===== src/rtl/digi_pkg.sv =====
// Shared seven-segment constants: hex font, all-off codes, anode encoder.
// Used by digi_scan (optional DIGI_SCAN_LZ_BLANK_EN) and digi_hex7.
package digi_pkg;

  localparam logic [6:0]  SEG_OFF  = 7'h7F;
  localparam logic [11:0] DIGI_OFF = 12'hFFF;

  // Active-high gfedcba; entry 0 is the rightmost element.
  localparam logic [15:0][6:0] FONT = {
    7'h71, 7'h79, 7'h5E, 7'h39,
    7'h7C, 7'h77, 7'h6F, 7'h7F,
    7'h07, 7'h7D, 7'h6D, 7'h66,
    7'h4F, 7'h5B, 7'h06, 7'h3F
  };

  function automatic logic [3:0] anode_sel(
    input logic [1:0] idx
  );
    return ~(4'b0001 << idx);
  endfunction

endpackage


===== src/rtl/digi_hex7.sv =====
// Combinational hex nibble to active-high seven-segment pattern.
// Pure table lookup into the shared font.
module digi_hex7
  import digi_pkg::*;
(
  input  logic [3:0] nib,
  output logic [6:0] seg
);

  assign seg = FONT[nib];

endmodule


===== src/rtl/digi_scan.sv =====
// Four-digit seven-segment scanner with PWM brightness.
// Optional leading-zero blanking: define DIGI_SCAN_LZ_BLANK_EN.
module digi_scan
  import digi_pkg::*;
#(
  parameter int SCAN_DIV = 50000,
  parameter int CNT_W    = 16
) (
  input  logic        iClk,
  input  logic        iRst_n,
  input  logic        iLoad,
  input  logic [15:0] iValue,
  input  logic [3:0]  iDpMask,
  input  logic [2:0]  iBright,
  output logic [11:0] oDigi,
  output logic [1:0]  oSlot
);

  localparam int SLOT_LEN = SCAN_DIV / 8;
  localparam logic [CNT_W-1:0] CNT_MAX =
    CNT_W'(SCAN_DIV - 1);

  logic [CNT_W-1:0] cnt;
  logic [1:0]       idx;
  logic [15:0]      shadow;
  logic [3:0]       dp_shadow;
  logic             wrap;
  logic             lit;
  logic             blank;
  logic [3:0]       nib;
  logic [6:0]       seg;

  always_ff @(posedge iClk or negedge iRst_n) begin
    if (!iRst_n) begin
      shadow    <= '0;
      dp_shadow <= '0;
    end else if (iLoad) begin
      shadow    <= iValue;
      dp_shadow <= iDpMask;
    end
  end

  assign wrap = (cnt == CNT_MAX);

  always_ff @(posedge iClk or negedge iRst_n) begin
    if (!iRst_n) begin
      cnt <= '0;
      idx <= '0;
    end else if (wrap) begin
      cnt <= '0;
      idx <= idx + 2'd1;
    end else begin
      cnt <= cnt + 1'b1;
    end
  end

  // phase <= bright, phrased as a compare against the slot boundary
  assign lit = int'(cnt) < (int'(iBright) + 1) * SLOT_LEN;

  assign nib = shadow[idx*4 +: 4];

  digi_hex7 u_hex7 (
    .nib (nib),
    .seg (seg)
  );

`ifdef DIGI_SCAN_LZ_BLANK_EN
  always_comb begin
    blank = 1'b0;
    unique case (idx)
      2'd0: blank = 1'b0;
      2'd1: blank = (shadow[15:4]  == 12'h000);
      2'd2: blank = (shadow[15:8]  == 8'h00);
      2'd3: blank = (shadow[15:12] == 4'h0);
    endcase
  end
`else
  assign blank = 1'b0;
`endif

  always_ff @(posedge iClk or negedge iRst_n) begin
    if (!iRst_n) begin
      oDigi <= DIGI_OFF;
      oSlot <= '0;
    end else begin
      oSlot <= idx;
      if (lit) begin
        oDigi <= {anode_sel(idx),
                  ~dp_shadow[idx],
                  blank ? SEG_OFF : ~seg};
      end else begin
        oDigi <= DIGI_OFF;
      end
    end
  end

endmodule


===== config.mk =====
export PLATFORM = sky130hd
export DESIGN_NAME = digi_scan
export DESIGN_NICKNAME = d
export VERILOG_FILES = /design/src/rtl/digi_pkg.sv /design/src/rtl/digi_hex7.sv /design/src/rtl/digi_scan.sv
export SDC_FILE = /design/constraint.sdc
export NUM_CORES = 1
export LEC_CHECK = 0
export ABC_AREA = 1
export BUFFER_PORTS_ARGS = -buffer_cell sky130_fd_sc_hd__buf_2
export CAP_MARGIN = 20
export CORE_MARGIN = 5
export CORE_UTILIZATION = 45
export CTS_CLUSTER_SIZE = 20
export DETAILED_ROUTE_END_ITERATION = 12
export GPL_TIMING_DRIVEN = 0
export PLACE_DENSITY = 0.7
export SLEW_MARGIN = 15
export SYNTH_ARGS = -nofsm -noshare
export SYNTH_HDL_FRONTEND = slang
export SYNTH_HIERARCHICAL = 1
export SYNTH_SLANG_ARGS = --single-unit

===== constraint.sdc =====
create_clock -name iClk -period 2.7 [get_ports iClk]
set_input_delay 0.27 -clock iClk [delete_from_list [all_inputs] [get_ports iClk]]
set_output_delay 0.27 -clock iClk [all_outputs]
set_load 0.02 [all_outputs]

==> results.md, run 1 <==
- Mapped Nets: 478
- Post-layout net count: 536
- Most frequent cell after synthesis: nand2_1
- Required time of the critical path: 2.94 ns
- Failing checks: hold timing, setup timing
- Antenna violations before repair: 0
- Max Cap Violations: 0
- Syn Area/Cell: 8.69 sq um
- Iteration-0 DRC Markers: 95
- Hold slack final: -0.0166 ns
- Unrepaired setup endpoints after global routing: true
- Area leader, netlist: dfrtp_1
- # hold bufs at CTS: 0
- Final cell utilization of the core: 0.562
- Tightest Pin Transition: 0.631 ns
- Gate Count Post-Synth: 407
- Global route overflow: 0
- GRT Overall Usage: 0.158
- # H-tree levels: 2
- Final period util: 1.13
- Setup crit end: oDigi[3]
- Via Count: 2,769
- CP most frequent cell: nand2_1
- Min-Delay Path Class: input port to async pin
- Port bufs: 38
- Pin count of the biggest net entering global routing: 53
- CP max stage delay: 0.49 ns
- Number of fill cells: 690
- Finished Layout Cells: 568
- First-pass GRT wire length: 12,900 um
- Final Hold Vio Count: 34
- Die X: 98.7 um
- Post-synthesis sequential area ratio: 0.372
- Final wirelength: 7250 um
- Pins over their slew limit: 0
- Crit path capture type: flop
- Row count: 32
- Die area: 0.00974 sq mm
- GP Congestion: 0.905
- Ranking of synthesized cells by area: dfrtp_1 28%, ha_1 16%, nand2_1 9.4%
- Clock tree buffer depth: 2
- Worst setup SP type: input port
- Vias in the first global route: 2,817
- Max FO, Critical Path: 5
- Flop-to-flop setup slack: 0.32 ns
- Pwr dens: 431 mW/mm^2
- DP HPWL: 5640 um
- Fmax: 328 MHz
- CP bufs+invs: 6
- R2R cell count: 11
- Max VDD drop: 361 uV
- Core area: 0.00769 sq mm
- Top cells by count, synth: 89 x nand2_1, 51 x inv_1, 44 x ha_1, 40 x dfrtp_1, 24 x a21oi_1
- Post-synth EDFFs: 0
- Synth cell types: 39
- CTS sink count: 52
- Post-synthesis to final-layout area growth: 22.0%
- DRT Pass-1 Iters: 4
- Share of layout cells above drive strength 1: 0.322
- Setup violators final: 12
- Max_slew headroom: 0.579
- Crit path from: iBright[0]
- Antenna Nets Post-Route: 0
- Worst-path clk slew: 0.10 ns
- TNS Setup: -3.67 ns
- Static Leak: 2.15 nW
- N_diodes: 0
- Worst Path Class, Setup: input port to flop
- Critical path's slowest cell: fa_1
- DR vias/cell: 4.88
- Status: complete, but fails checks
- Die H: 98.7 um
- Synth Cell Area: 0.00354 sq mm
- Worst-Skew Late Latency: 0.30 ns
- CTS tree: yes
- Synth warn: 6
- Ys async rst share: 1.00
- Post-route DRC: 0
- Io pins: 40
- Dpl cells: 547
- Drt wl/cell: 12.8 um
- Dominant synthesized flop cell: dfrtp_1
- Initial Util: 0.460
- Num CTS Buffers: 5
- Worst r2r src: idx[0]
- Crit path DAT: 3.29 ns
- Reg2Reg Capture Point: oDigi[3]
- Min cycle time layout: 3.05 ns
- Worst setup margin: -0.352 ns
- Synth top area share: 0.283
- Critical path's top delay family: adder cells
- CTS root buf: clkbuf_8
- #FFs+latches synth: 52
- Critical-path cell list: buf_12 > clkinvlp_4 > ha_4 > ha_4 > inv_2 > fa_1 > inv_2 > ha_4 > nand3_2 > nand3_2 > nand2_2 > nand2_2 > xor2_1 > ha_1 > nand2_1 > nand2_1 > nand2_1 > nand2_1 > a21oi_2 > o21ai_1 > nand2_2 > buf_12 > buf_16 > nand3_2
- Crit. path cell count: 24
- Final Skew: 0.00937 ns
[timing repair]
action                     4_1_cts  5_1_grt
gates resized for setup         15        2
cloned                           1        0
setup endpoints to repair       12       12
pin swaps                        8        5
buffers inserted                11        2
[worst register-to-register path: cells and delay by family (launching register included)]
kind | cells | cell delay (ns)
flip-flops | 1 | 0.52
buffers and inverters | 3 | 0.65
AO/OA/AOI/OAI | 3 | 0.56
AND/OR/NAND/NOR | 4 | 0.28
adder cells (fa/ha/maj) | 1 | 0.32
[worst min path at each step]
stage                     startpoint      endpoint  slack (ns)  cells after the start
after floorplan               iRst_n        cnt[0]       -0.03                      0
after global routing          iRst_n    shadow[15]        0.04                      1
after CTS                  iValue[5]     shadow[5]        0.16                      3
after global placement        cnt[0]        cnt[0]        0.45                      1
after detailed placement      cnt[0]        cnt[0]        0.46                      1
final                         iRst_n  dp_shadow[1]       -0.02                      1
[state kept, by name (all words and copies together), names as in the netlist]
| register | flops |
|---|---|
| dp_shadow | 4 |
| oDigi | 12 |
| cnt | 16 |
| shadow | 16 |
| oSlot | 2 |
| idx | 2 |
[power breakdown]
| group | internal, mW | switching, mW |
|---|---|---|
| Combinational | 0.256 | 0.308 |
| Clock | 0.186 | 0.250 |
| Sequential | 0.841 | 0.0186 |
| Total | 1.28 | 0.577 |
[cell type report]
type	instances	area [sq um]	share of cell area
Multi-Input combinational cell	289	2150	0.499
Timing Repair Buffer	52	364	0.0843
Clock inverter	3	22.5	0.00522
Tap cell	102	128	0.0296
Clock buffer	5	68.8	0.0159
Sequential cell	52	1320	0.305
Buffer	7	41.3	0.00956
Inverter	58	223	0.0516
[cell families (layout without fill, tap and decap cells)]
kind of cell,Yosys count,count (layout),share of synthesized area
compound gates,47,47,0.0711
xor+xnor,15,15,0.0371
fa+ha+maj,45,45,0.161
buf+inv,66,125,0.0792
flops,52,52,0.372
mux,16,16,0.0509
simple gates,166,166,0.228
[layout by cell type, fill, tap and decap left out, types with 16 or more instances in the layout]
master / synthesis / routed
ha_1: 44 / 31
dfrtp_1: 40 / 40
a21oi_1: 24 / 22
inv_1: 51 / 45
buf_2: 3 / 38
mux2_2: 16 / 16
nor2_1: 21 / 21
nand2_1: 89 / 88
[metrics by stage]
| step | total power, mW | setup WS (ns) | instance area, sq um |
|---|---|---|---|
| floorplan | 1.25 | -0.333 | 3690 |
| global placement | 1.37 | -0.860 | 4010 |
| finish | 1.86 | -0.352 | 4320 |
| detailed placement | 1.39 | -0.914 | 4010 |
| global route | 2.00 | -0.509 | 4320 |
| CTS | 1.87 | -0.324 | 4310 |
[per-layer routing]
| layer | vias up | part of all wire | GRT usage |
|---|---|---|---|
| met5 | - | 0 | 0 |
| met4 | 0 | 0.014 | 0.0441 |
| met3 | 10 | 0.026 | 0.0226 |
| met2 | 45 | 0.48 | 0.267 |
| met1 | 1274 | 0.48 | 0.211 |
| li1 | 1440 | - | - |
(Power assumes the default switching activity.)
==> run 2, diff against run 1 <==
Settings changed: REMOVE_ABC_BUFFERS set to 1.
==> run 2 against run 1 <==
The run still ends with hold timing, setup timing left. Combinational power up 15%. Via count up 5.8%. Clock-buffer cell count up 1. Fmax up 1.9%. Global-route usage up 1.2 points. Sequential power about the same. Final cell count up 1.1%. First-iteration DRC count up 7.4%. Hold slack worse by 0.0095 ns. Register-to-register slack worse by 0.11 ns. Sequential cell count unchanged. Sequential share of layout area down 1.2 points. Critical path type unchanged. Critical endpoint is now oDigi[8]. Largest cell class unchanged. Largest power group unchanged.
==> results.md, run 2 (synthesis results as in run 1) <==
- Status: complete, but fails checks
- Failing checks: hold timing, setup timing
- Worst setup SP type: input port
- Pwr dens: 432 mW/mm^2
- DP HPWL: 5360 um
- Post-synthesis to final-layout area growth: 27.0%
- Max_slew headroom: 0.557
- DR vias/cell: 5.10
- Number of fill cells: 660
- Crit path from: iBright[1]
- GP Congestion: 0.872
- Crit path DAT: 3.25 ns
- Worst-path clk slew: 0.09 ns
- Vias in the first global route: 3,054
- Final cell utilization of the core: 0.585
- Share of layout cells above drive strength 1: 0.362
- Iteration-0 DRC Markers: 102
- CP max stage delay: 0.47 ns
- Final wirelength: 8370 um
- Power Total: 1.94 mW
- Required time of the critical path: 2.96 ns
- Critical path's slowest cell: fa_1
- Core area: 0.00769 sq mm
- Max VDD drop: 218 uV
- Setup violators final: 12
- Post-route DRC: 0
- Max Cap Violations: 0
- Post-layout net count: 542
- Min-Delay Path Class: input port to async pin
- Num CTS Buffers: 5
- Pin count of the biggest net entering global routing: 53
- CTS tree: yes
- Commonest cells after routing, fill and taps aside: 82 x nand2_1, 45 x inv_1, 40 x dfrtp_1
- Critical path's top delay family: adder cells
- Final instance area: 0.00449 sq mm
- Antenna violations before repair: 0
- Row count: 32
- Clock tree buffer depth: 2
- # H-tree levels: 2
- Met2 global-route usage: 0.291
- Via Count: 2,929
- CTS sink count: 52
- Worst r2r src: idx[0]
- CTS root buf: clkbuf_8
- Routing usage on met3: 0.0290
- CP bufs+invs: 7
- Critical-path cell list: buf_8 > inv_4 > ha_4 > ha_4 > inv_2 > fa_1 > inv_2 > buf_6 > nand3_4 > nand2_4 > nand2_2 > nand2_2 > a21boi_2 > buf_4 > o21bai_1 > nand2_1 > ha_4 > nand3_4 > nor3_4 > nand3_4 > clkbuf_16 > nand3_2
- Antenna Nets Post-Route: 0
- Hold slack final: -0.0261 ns
- Fmax: 334 MHz
- Worst-Skew Late Latency: 0.31 ns
- Die X: 98.7 um
- Worst slack, placed: -1.27 ns
- DP Area: 0.00380 sq mm
- Port bufs: 39
- DRT Pass-1 Iters: 4
- M1 GR Usage: 0.215
- GRT Overall Usage: 0.170
- Final Hold Vio Count: 36
- Max FO, Critical Path: 6
- Worst Path Class, Setup: input port to flop
- # hold bufs at CTS: 0
- Die area: 0.00974 sq mm
- Dpl cells: 540
- Pins over their slew limit: 0
- Tightest Pin Transition: 0.664 ns
- Worst setup margin: -0.293 ns
- Global route overflow: 0
- Initial Util: 0.460
- Min cycle time layout: 2.99 ns
- Finished Layout Cells: 574
- Static Leak: 2.22 nW
- Unrepaired setup endpoints after global routing: true
- First-pass GRT wire length: 13,800 um
- Commonest non-fill, non-tap cell in the layout: nand2_1
- Io pins: 40
- Drt wl/cell: 14.6 um
- Final Skew: 0.0159 ns
- Crit path capture type: flop
- Top flop regs: cnt x16, shadow x16, oDigi x12
- Top Usage Layer GRT: met2
- Final period util: 1.11
- N_diodes: 0
- Die H: 98.7 um
==> run 2: power by group <==
group | total (mW) | switching (mW) | internal (mW) | leakage [nW]
combinational | 0.646 | 0.352 | 0.295 | 1.55
sequential | 0.859 | 0.0178 | 0.841 | 0.627
clock | 0.438 | 0.253 | 0.185 | 0.0456
total | 1.94 | 0.622 | 1.32 | 2.22
==> run 2: final cells by class <==
type                    count  area, sq um  area share
multi-input cells         289         2250       0.500
flip-flops and latches     52         1320       0.293
clock inverters             2         13.8     0.00306
repair buffers             65          482       0.107
well taps                 102          128      0.0284
inverters                  58          234      0.0521
clock buffers               6         72.6      0.0161
==> run 2: metal layers <==
| layer | routed length, um | part of all wire | vias up |
|---|---|---|---|
| met3 | 257 | 0.031 | 24 |
| met1 | 3780 | 0.45 | 1390 |
| met2 | 4120 | 0.49 | 61 |
| li1 | - | - | 1454 |
| met5 | 0 | 0 | - |
| met4 | 205 | 0.024 | 0 |
==> run 2: final timing paths <==
| path | end | slack (ns) | cells past startpoint |
|---|---|---|---|
| max | oDigi[8] | -0.29 | 22 |
| max reg2reg | oDigi[3] | 0.21 | 11 |
| min | cnt[0] | -0.03 | 1 |
| max in group asynchronous | cnt[10] | 2.28 | 1 |
| min reg2reg | cnt[0] | 0.46 | 1 |
| min in group iClk | shadow[4] | 0.16 | 3 |
==> run 2: timing repair <==
action / CTS / global route
gates resized for setup: 48 / 27
setup endpoints to repair: 12 / 12
pin swaps: 19 / 33
gates cloned: 1 / 1
setup buffers: 23 / 3
endpoints found under the hold margin: 0 / 0
==> run 2: metrics by stage <==
step                      hold slack, ns  TNS, ns
after floorplan                  -0.0256    -7.93
after CTS                          0.162    -2.67
final                            -0.0261    -3.41
after global routing              0.0242    -4.48
after global placement             0.441   -13.53
after detailed placement           0.452   -15.07
